===== config.mk =====
export PLATFORM = sky130hd
export DESIGN_NAME = src_datapath
export DESIGN_NICKNAME = d
export VERILOG_FILES = /design/src/rtl/src_datapath_pkg.sv /design/src/rtl/src_datapath_alu.sv /design/src/rtl/src_datapath.sv
export SDC_FILE = /design/constraint.sdc
export NUM_CORES = 2
export LEC_CHECK = 0
export ABC_AREA = 1
export CAP_MARGIN = 10
export CORE_MARGIN = 2
export CORE_UTILIZATION = 50
export CTS_CLUSTER_SIZE = 16
export DETAILED_ROUTE_END_ITERATION = 8
export HOLD_SLACK_MARGIN = 0.12
export PLACE_DENSITY_LB_ADDON = 0.12
export SLEW_MARGIN = 20
export SYNTH_ARGS = -nofsm -noshare
export SYNTH_HDL_FRONTEND = slang
export SYNTH_SLANG_ARGS = --single-unit

===== constraint.sdc =====
create_clock -name clock -period 6 [get_ports clock]
set_clock_uncertainty 0.15 [all_clocks]
set_input_delay 1.8 -clock clock [delete_from_list [all_inputs] [get_ports clock]]
set_output_delay 1.8 -clock clock [all_outputs]
set_load 0.02 [all_outputs]

===== src/rtl/src_datapath_pkg.sv =====
// Shared encodings for the SRC datapath: ALU operation codes, bus source codes
// and default widths.
package src_datapath_pkg;

  localparam int DEF_DATA_W = 32;
  localparam int DEF_NUM_GP = 16;

  localparam logic [3:0] OP_ADD  = 4'd0;
  localparam logic [3:0] OP_SUB  = 4'd1;
  localparam logic [3:0] OP_AND  = 4'd2;
  localparam logic [3:0] OP_OR   = 4'd3;
  localparam logic [3:0] OP_SHR  = 4'd4;
  localparam logic [3:0] OP_SHRA = 4'd5;
  localparam logic [3:0] OP_SHL  = 4'd6;
  localparam logic [3:0] OP_ROR  = 4'd7;
  localparam logic [3:0] OP_ROL  = 4'd8;
  localparam logic [3:0] OP_MUL  = 4'd9;
  localparam logic [3:0] OP_DIV  = 4'd10;
  localparam logic [3:0] OP_NEG  = 4'd11;
  localparam logic [3:0] OP_NOT  = 4'd12;
  localparam logic [3:0] OP_PASS = 4'd13;
  localparam logic [3:0] OP_INC  = 4'd14;
  localparam logic [3:0] OP_ZERO = 4'd15;

  // Codes below DEF_NUM_GP select the general-purpose registers directly.
  localparam logic [4:0] BUS_HI  = 5'd16;
  localparam logic [4:0] BUS_LO  = 5'd17;
  localparam logic [4:0] BUS_ZHI = 5'd18;
  localparam logic [4:0] BUS_ZLO = 5'd19;
  localparam logic [4:0] BUS_PC  = 5'd20;
  localparam logic [4:0] BUS_MDR = 5'd21;

endpackage


===== src/rtl/src_datapath_alu.sv =====
// Combinational ALU for the SRC datapath producing a 64-bit result for Z.
// MUL and DIV exist only when SRC_MULDIV_EN is defined; otherwise they yield 0.
module src_alu
  import src_datapath_pkg::*;
#(
  parameter int DATA_W = DEF_DATA_W
) (
  input  logic [DATA_W-1:0]   a,
  input  logic [DATA_W-1:0]   b,
  input  logic [3:0]          op,
  output logic [2*DATA_W-1:0] result
);

  localparam int SHW = $clog2(DATA_W);

  logic [SHW-1:0]      sh;
  logic [2*DATA_W-1:0] dbl;
  logic [2*DATA_W-1:0] ror_full;
  logic [2*DATA_W-1:0] rol_full;
  logic [DATA_W-1:0]   lo;
  logic [DATA_W-1:0]   hi;

  // Rotations shift a doubled copy so the wrapped bits fall into the kept half.
  assign sh       = b[SHW-1:0];
  assign dbl      = {a, a};
  assign ror_full = dbl >> sh;
  assign rol_full = dbl << sh;

`ifdef SRC_MULDIV_EN
  logic [2*DATA_W-1:0] prod;
  assign prod = {{DATA_W{a[DATA_W-1]}}, a} * {{DATA_W{b[DATA_W-1]}}, b};
`endif

  always_comb begin
    lo = '0;
    hi = '0;
    case (op)
      OP_ADD:  lo = a + b;
      OP_SUB:  lo = a - b;
      OP_AND:  lo = a & b;
      OP_OR:   lo = a | b;
      OP_SHR:  lo = a >> sh;
      OP_SHRA: lo = DATA_W'($signed(a) >>> sh);
      OP_SHL:  lo = a << sh;
      OP_ROR:  lo = ror_full[DATA_W-1:0];
      OP_ROL:  lo = rol_full[2*DATA_W-1:DATA_W];
`ifdef SRC_MULDIV_EN
      OP_MUL: begin
        lo = prod[DATA_W-1:0];
        hi = prod[2*DATA_W-1:DATA_W];
      end
      OP_DIV: begin
        if (b == '0) begin
          lo = '1;
          hi = a;
        end else begin
          lo = DATA_W'($signed(a) / $signed(b));
          hi = DATA_W'($signed(a) % $signed(b));
        end
      end
`endif
      OP_NEG:  lo = '0 - b;
      OP_NOT:  lo = ~b;
      OP_PASS: lo = b;
      OP_INC:  lo = b + 1'b1;
      default: lo = '0;
    endcase
  end

  assign result = {hi, lo};

endmodule


===== src/rtl/src_datapath.sv =====
// SRC single-bus datapath: register file, special registers, bus mux and ALU.
// Define SRC_MULDIV_EN to include the signed multiplier and divider in the ALU.
module src_datapath
  import src_datapath_pkg::*;
#(
  parameter int NUM_GP = DEF_NUM_GP,
  parameter int DATA_W = DEF_DATA_W
) (
  input  logic                      clock,
  input  logic                      clear,
  input  logic                      incPC,
  input  logic [$clog2(NUM_GP)-1:0] GP_addr,
  input  logic [DATA_W-1:0]         Mdatain,
  input  logic                      MDR_read,
  input  logic                      e_PC,
  input  logic                      e_IR,
  input  logic                      e_Y,
  input  logic                      e_Z,
  input  logic                      e_HI,
  input  logic                      e_LO,
  input  logic                      e_MDR,
  input  logic                      e_MAR,
  input  logic                      e_GP,
  input  logic [3:0]                ALU_op,
  input  logic [4:0]                BusDataSelect,
  output logic [DATA_W-1:0]         bus_out,
  output logic [DATA_W-1:0]         pc_out,
  output logic [DATA_W-1:0]         ir_out,
  output logic [DATA_W-1:0]         mar_out
);

  localparam int GPW = $clog2(NUM_GP);

  logic [DATA_W-1:0]   gp [NUM_GP];
  logic [DATA_W-1:0]   pc;
  logic [DATA_W-1:0]   ir;
  logic [DATA_W-1:0]   y;
  logic [2*DATA_W-1:0] z;
  logic [DATA_W-1:0]   hi;
  logic [DATA_W-1:0]   lo;
  logic [DATA_W-1:0]   mdr;
  logic [DATA_W-1:0]   mar;
  logic [DATA_W-1:0]   bus;
  logic [2*DATA_W-1:0] alu_result;

  always_comb begin
    bus = '0;
    if (BusDataSelect < 5'(NUM_GP)) begin
      bus = gp[BusDataSelect[GPW-1:0]];
    end else begin
      case (BusDataSelect)
        BUS_HI:  bus = hi;
        BUS_LO:  bus = lo;
        BUS_ZHI: bus = z[2*DATA_W-1:DATA_W];
        BUS_ZLO: bus = z[DATA_W-1:0];
        BUS_PC:  bus = pc;
        BUS_MDR: bus = mdr;
        default: bus = '0;
      endcase
    end
  end

  src_alu #(.DATA_W(DATA_W)) u_alu (
    .a      (y),
    .b      (bus),
    .op     (ALU_op),
    .result (alu_result)
  );

  // All loads sample the same pre-edge bus, so any mix of enables is legal.
  always_ff @(posedge clock) begin
    if (!clear) begin
      for (int i = 0; i < NUM_GP; i++) begin
        gp[i] <= '0;
      end
      pc  <= '0;
      ir  <= '0;
      y   <= '0;
      z   <= '0;
      hi  <= '0;
      lo  <= '0;
      mdr <= '0;
      mar <= '0;
    end else begin
      if (e_GP)  gp[GP_addr] <= bus;
      if (e_IR)  ir  <= bus;
      if (e_Y)   y   <= bus;
      if (e_Z)   z   <= alu_result;
      if (e_HI)  hi  <= bus;
      if (e_LO)  lo  <= bus;
      if (e_MAR) mar <= bus;
      if (e_MDR) mdr <= MDR_read ? Mdatain : bus;
      if (e_PC) begin
        pc <= bus;
      end else if (incPC) begin
        pc <= pc + 1'b1;
      end
    end
  end

  assign bus_out = bus;
  assign pc_out  = pc;
  assign ir_out  = ir;
  assign mar_out = mar;

endmodule


* After elaboration in Yosys (flattened, before gate mapping) *
Memories as Yosys holds them, arrays and structs flattened.
Cells that the tools add are included.

cells by class
  add/subtract/negate cells = 5
  multipliers = 0
  divide/modulo/power cells = 0
  $lt $le $gt $ge = 1
  eq/ne operators = 17
  shift operators = 5
  multiplexer cells = 13
  bitwise gates (word level) = 3
  reduce and logical (&&, ||, !) cells = 3

operator list
  cell                     number
  $pmux W32 S13            1
  $mux W32                 5
  $pmux W32 S5             1
  $add A32 B1 Y32 const B  2
  $shl A64 B5 Y64          1
  $shr A64 B5 Y32          1
  $add A32 B32 Y32         1
  $and A32 B32 Y32         1
  $not A32 Y32             1
  $or A32 B32 Y32          1
  $reduce_or A32 Y1        1
  $shl A32 B5 Y32          1
  $shr A32 B5 Y32          1
  $sshr A32 B5 Y32         1
  $sub A1 B32 Y32 const A  1
  $sub A32 B32 Y32         1
  $eq A5 B5 Y1 const B     5
  $eq A4 B4 Y1 const B     5
  $eq A4 B3 Y1 const B     4
  $eq A4 B2 Y1 const B     2
  $lt A5 B5 Y1 const B     1
  $mux W1                  5
  $eq A4 B1 Y1 const B     1
  $logic_not A4 Y1         1
  2 further kinds          2

storage, ports and cells
  bits in registers = 256
  bits in latches = 0
  RAM bits = 512
  ROM bits = 0
  input port bits = 58
  output and inout bits = 128
  word-level logic and storage cells = 56
  memories = 1

memory list
  memory  words  bits a word  rd ports  clocked after Yosys merged registers in  wr ports  RTL line            source
  gp      16     32           1         0                                        16        src_datapath.sv:34  logic [DATA_W-1:0] gp [NUM_GP];

* Longest topological paths before layout *
  word-level depth = 5
  gate-level depth with buffers = 34
  gate-level depth less buffers = 28

* Modules after synthesis *
Synthesis repeated with hierarchy kept, for this count alone.

unflattened totals
  cells, all modules = 7138
  area total of the unflattened synthesis = 49140.9 um^2

modules (own cells, without submodules)
  module        times used  cells each  area an instance (um^2)  sequential area each (um^2)
  src_datapath  1           4599        37390.9                  21140.3
  src_alu       1           2539        11750.0                  0.0

* Worst setup path before layout *
No wires, ideal clock.

  kind = input port to flip-flop
  start = input port BusDataSelect[0]
  end = register z[31]
  setup time = 0.131 ns
  data arrival time = 5.231 ns
  data required time = 5.719 ns
  path slack = 0.488 ns
  stages = 26
  buffers on the path = 6
  cell sequence = buf_6 > inv_4 > buf_6 > nor2_8 > buf_6 > buf_4 > buf_2 > a221oi_1 > o21ai_0 > nand3_1 > nand3_1 > nand2_1 > nand2_1 > inv_1 > buf_1 > ha_1 > a21oi_1 > o21ai_0 > a21oi_1 > nor2_1 > a211oi_1 > nand3_1 > nand3_1 > nand3_1 > nand2_1 > a21oi_2

between the ends
  word-level cells in the longest chain between the ends = 5
  elaborated cells between the ends (all ways) = 22
  those cells by class = 4 x add/sub; 1 x order compare; 5 x eq/ne; 5 x shift; 3 x mux; 3 x bitwise; 1 x memory

RTL lines
  what                                                                     RTL line                source
  from (decl)                                                              src_datapath.sv:25      input logic [4:0] BusDataSelect,
  parallel branches: the longest is 2 deep, another holds $mem_v2 Z16 W32  --
  $mux W32 (*)                                                             src_datapath.sv:48      if (BusDataSelect < 5'(NUM_GP)) begin
  named net bus_out[22]                                                    src_datapath.sv:26      output logic [DATA_W-1:0] bus_out,
  $add A32 B1 Y32, or another cell as far along                            src_datapath_alu.sv:65  OP_INC: lo = b + 1'b1;
  $pmux W32 S13 (*)                                                        src_datapath_alu.sv:37  case (op)
  to (signal assigned)                                                     src_datapath.sv:88      if (e_Z) z <= alu_result;
  to (decl)                                                                src_datapath.sv:38      logic [2*DATA_W-1:0] z;

Mark *: on every way through the listed nets, which the timed path passes.
A chain may end at the register's enable or synchronous reset.

* Worst setup path after layout *
  start = input port BusDataSelect[0]
  end = output port bus_out[20]

between the ends
  word-level cells in the longest chain between the ends = 3
  elaborated cells between the ends (all ways) = 9
  those cells by class = 1 x order compare; 5 x eq/ne; 2 x mux; 1 x memory

RTL lines
  what                                                                     RTL line
  parallel branches: the longest is 2 deep, another holds $mem_v2 Z16 W32  --
  $mux W32 (*)                                                             src_datapath.sv:48
  to (decl)                                                                src_datapath.sv:26

Every way passes the cells marked *.

==> run_results.csv <==
group,metric,value,unit
timing,period_minus_slack,5.98,ns
setup_path,path_class,"in -> out",
floorplan,dieArea,94900,um2
clocking,numCtsBuffers,84,
routing,firstDrtPassIters,6,
timing,fin_ws,0.0152,ns
finish,final_common_cell,"nand2_1",
timing,setup_viol,0,
yosys,ys_warn_count,0,
setup_path,max_stage_delay,0.36,ns
power,p_leak,25.0,nW
yosys,synthDominantCellAreaShare,33.2,%
setup_path,crit_buf_inv,5,
clocking,clk_path_buf_depth,3,
setup_path,cp-start-kind,"primary input",
floorplan,core.rowCount,111,
global_routing,grt_max_degree,100,
power,p_total,15.0,mW
timing,finalCritPeriodShare,99.7,%
hold_path,min_from,"z[21]",
routing,drt_iter0_drc,6795,
power,pwr_density_cell,267,nW/um2
finish,final_cell_mix,"nand2_1, nor2_1, nand3_1",
place,place_ws,-0.269,ns
routing,wl_per_cell,25.2,um
routing,avgViaCountPerCell,5.96,
power,ir_worst_vdd,0.000370,V
routing,antenna_left,0,
setup_path,crit_family,"buffers and inverters",
finish,num-nets-final,7095,
floorplan,initial_core_util,50.5,%
clocking,clk_latency,0.69,ns
global_routing,grt-ovfl-total,0,
yosys,netlist_instances,6385,
yosys,synth-seq-cells,768,
timing,grt_setup_unrepaired,"false",
setup_path,cp_cell_sequence,"buf_6 -> inv_6 -> buf_12 -> bufbuf_16 -> nor2_1 -> o21ai_0 -> nand3_1 -> nand2_1 -> nand2_1 -> nand2_1 -> dlygate4sd2_1",
yosys,syn_area,46200,um2
yosys,ys_async_sr_fraction,0,%
global_routing,antenna_found_initial,7,
setup_path,arrival,4.03,ns
hold_path,hold_class,"reg -> reg",
yosys,synth-edff-count,512,
routing,wl,208000,um
setup_path,cp_common_cell,"nand2_1",
yosys,synth.net_count,6507,
floorplan,core,91700,um2
routing,wl_met2,91200,um
timing,hold_viol,0,
setup_path,slowest_stage,"dlygate4sd2_1",
yosys,synth_ff_type,"edfxtp_1",
global_routing,grtUsageTotal,43.2,%
clocking,tritoncts,"done",
place,dp.final_hpwl,150000,um
timing,timing.final.max_slew_violations,0,
timing,tightest_slew,1.15,ns
routing,met1_length,79400,um
clocking,clock-sinks,768,
routing,top_layer,"met5",
setup_path,crit_start,"BusDataSelect[0]",
global_routing,grt_pass1_vias,45400,
run,maxCapViolations,0,
clocking,clkTransAtPathRegs,0.06,ns
timing,fmax,0.167,GHz
setup_path,cp.required,4.05,ns
yosys,avgSynthCellArea,7.24,um2
setup_path,r2r-start,"gp[11][0]",
clocking,htree_levels,3,
status,run_status,"finished clean",
setup_path,cp_max_fo,22,
floorplan,die_y,308,um
place,io_buffers,185,
finish,drive_gt1_share,14.2,%
finish,area_delta_synth_final,21.8,%
timing,slew_headroom,23.2,%
routing,met3_length,22400,um
routing,drc_errors,0,
yosys,synth_cell_types,62,
yosys,synth_seq_area_share,44.3,%
place,place_congestion,1.05,
yosys,synth_top_cell_by_area,"edfxtp_1",
floorplan,die_x,308,um
global_routing,grt_first_pass_wirelength,299000,um
clocking,clock-root-buffer,"clkbuf_16",
routing,vias,49000,
floorplan,io_pins,186,
setup_path,critPathCaptureType,"output port",
yosys,synth_top_cells_by_area,"edfxtp_1, nand2_1, dfxtp_1, nand3_1, nor2_1",
-- flip-flops by register name (all words and copies together) (netlist names) --
| name | flops |
|---|---|
| lo | 32 |
| gp | 512 |
| pc_out | 32 |
| z | 32 |
| hi | 32 |
| mdr | 32 |
| y | 32 |
| mar_out | 32 |
| ir_out | 32 |
-- layer usage --
metal / track usage [%] / up-vias
met5: 0 / -
met1: 55.4 / 23100
met2: 66.8 / 2978
met4: 26.0 / 4
li1: - / 22400
met3: 9.35 / 616
-- timing repair --
item / 4_1_cts / 5_1_grt
pin swaps: 0 / 0
hold buffers: 0 / 0
resized for setup: 26 / 19
endpoints found under the setup margin: 23 / 14
gates cloned: 1 / 0
setup buffers: 0 / 0
-- cell families (layout without fill, tap and decap cells) --
family | count (synthesis) | count (layout) | share of synthesized area, %
simple gates | 3548 | 3548 | 32.4
compound gates | 1030 | 1030 | 12.3
buf+inv | 960 | 1618 | 8.85
flops | 768 | 768 | 44.3
fa+ha+maj | 64 | 64 | 1.75
xor+xnor | 15 | 15 | 0.284
other cells | 0 | 3 | 0
-- path summary, 6_finish.rpt --
| path | endpoint | slack, ns | cells after the start |
|---|---|---|---|
| worst min-delay path | z[21] | 0.31 | 2 |
| worst max register to register | z[28] | 1.72 | 21 |
| worst max-delay path | bus_out[20] | 0.02 | 11 |
| worst min register to register | z[21] | 0.31 | 2 |
-- cell type report --
class                      instances  area (um2)
multi-input combinational       4657       21700
tap                             1186        1480
sequential                       768       20500
timing repair buffer             918        7960
fill                            8424       35300
inverter                         544        2060
clock inverter                    34         300
antenna                            3        7.51
clock buffer                     122        2330
-- cells in the mapped netlist, drive strengths merged (17+ instances only) --
master	number
nand2	1712
nor2	939
nand3	722
inv	538
edfxtp	512
o21ai	435
a21oi	397
dfxtp	256
clkbuf	209
buf	207
nand4	79
ha	63
o211ai	62
nor3	37
a22oi	32
nand3b	30
a221oi	20
a211oi	19
o2111ai	17
-- per-stage QoR --
step,area [um2],std cells,util (%),TNS [ns],hold WS [ns]
2_1_floorplan,46200,6385,-,0,0.294
3_3_place_gp,53600,8072,58.5,-2.68,0.304
3_5_place_dp,53600,8072,58.5,-3.11,0.306
4_1_cts,56300,8229,61.4,-0.310,0.315
5_1_grt,56300,8229,61.5,0,0.328
6_report,56300,8232,61.5,0,0.315
-- worst reg2reg max path, stage by stage, from the launching register on --
cell and delay (ns):
edfxtp_1 0.32, inv_1 0.04, nand2_1 0.04, nand3_1 0.08, nand3_1 0.14, nand3_1 0.34, nand2_2 0.31, buf_4 0.51
nand3_1 0.45, nand3_1 0.31, nand3_1 0.12, nand2_1 0.12, nand2_1 0.08, nand3_1 0.10, nand2_1 0.11, nor2_1 0.21
nand2_1 0.07, nor2_1 0.14, buf_4 0.18, nand3_1 0.16, nand2_1 0.10, a21oi_1 0.06
-- power breakdown --
group          switching [mW]  total (mW)  internal, mW  leakage, nW
logic                    2.59        3.92          1.34         16.3
registers               0.135        6.03          5.89         7.41
clock network            2.26        5.07          2.81         1.28
(Power assumes the default switching activity.)
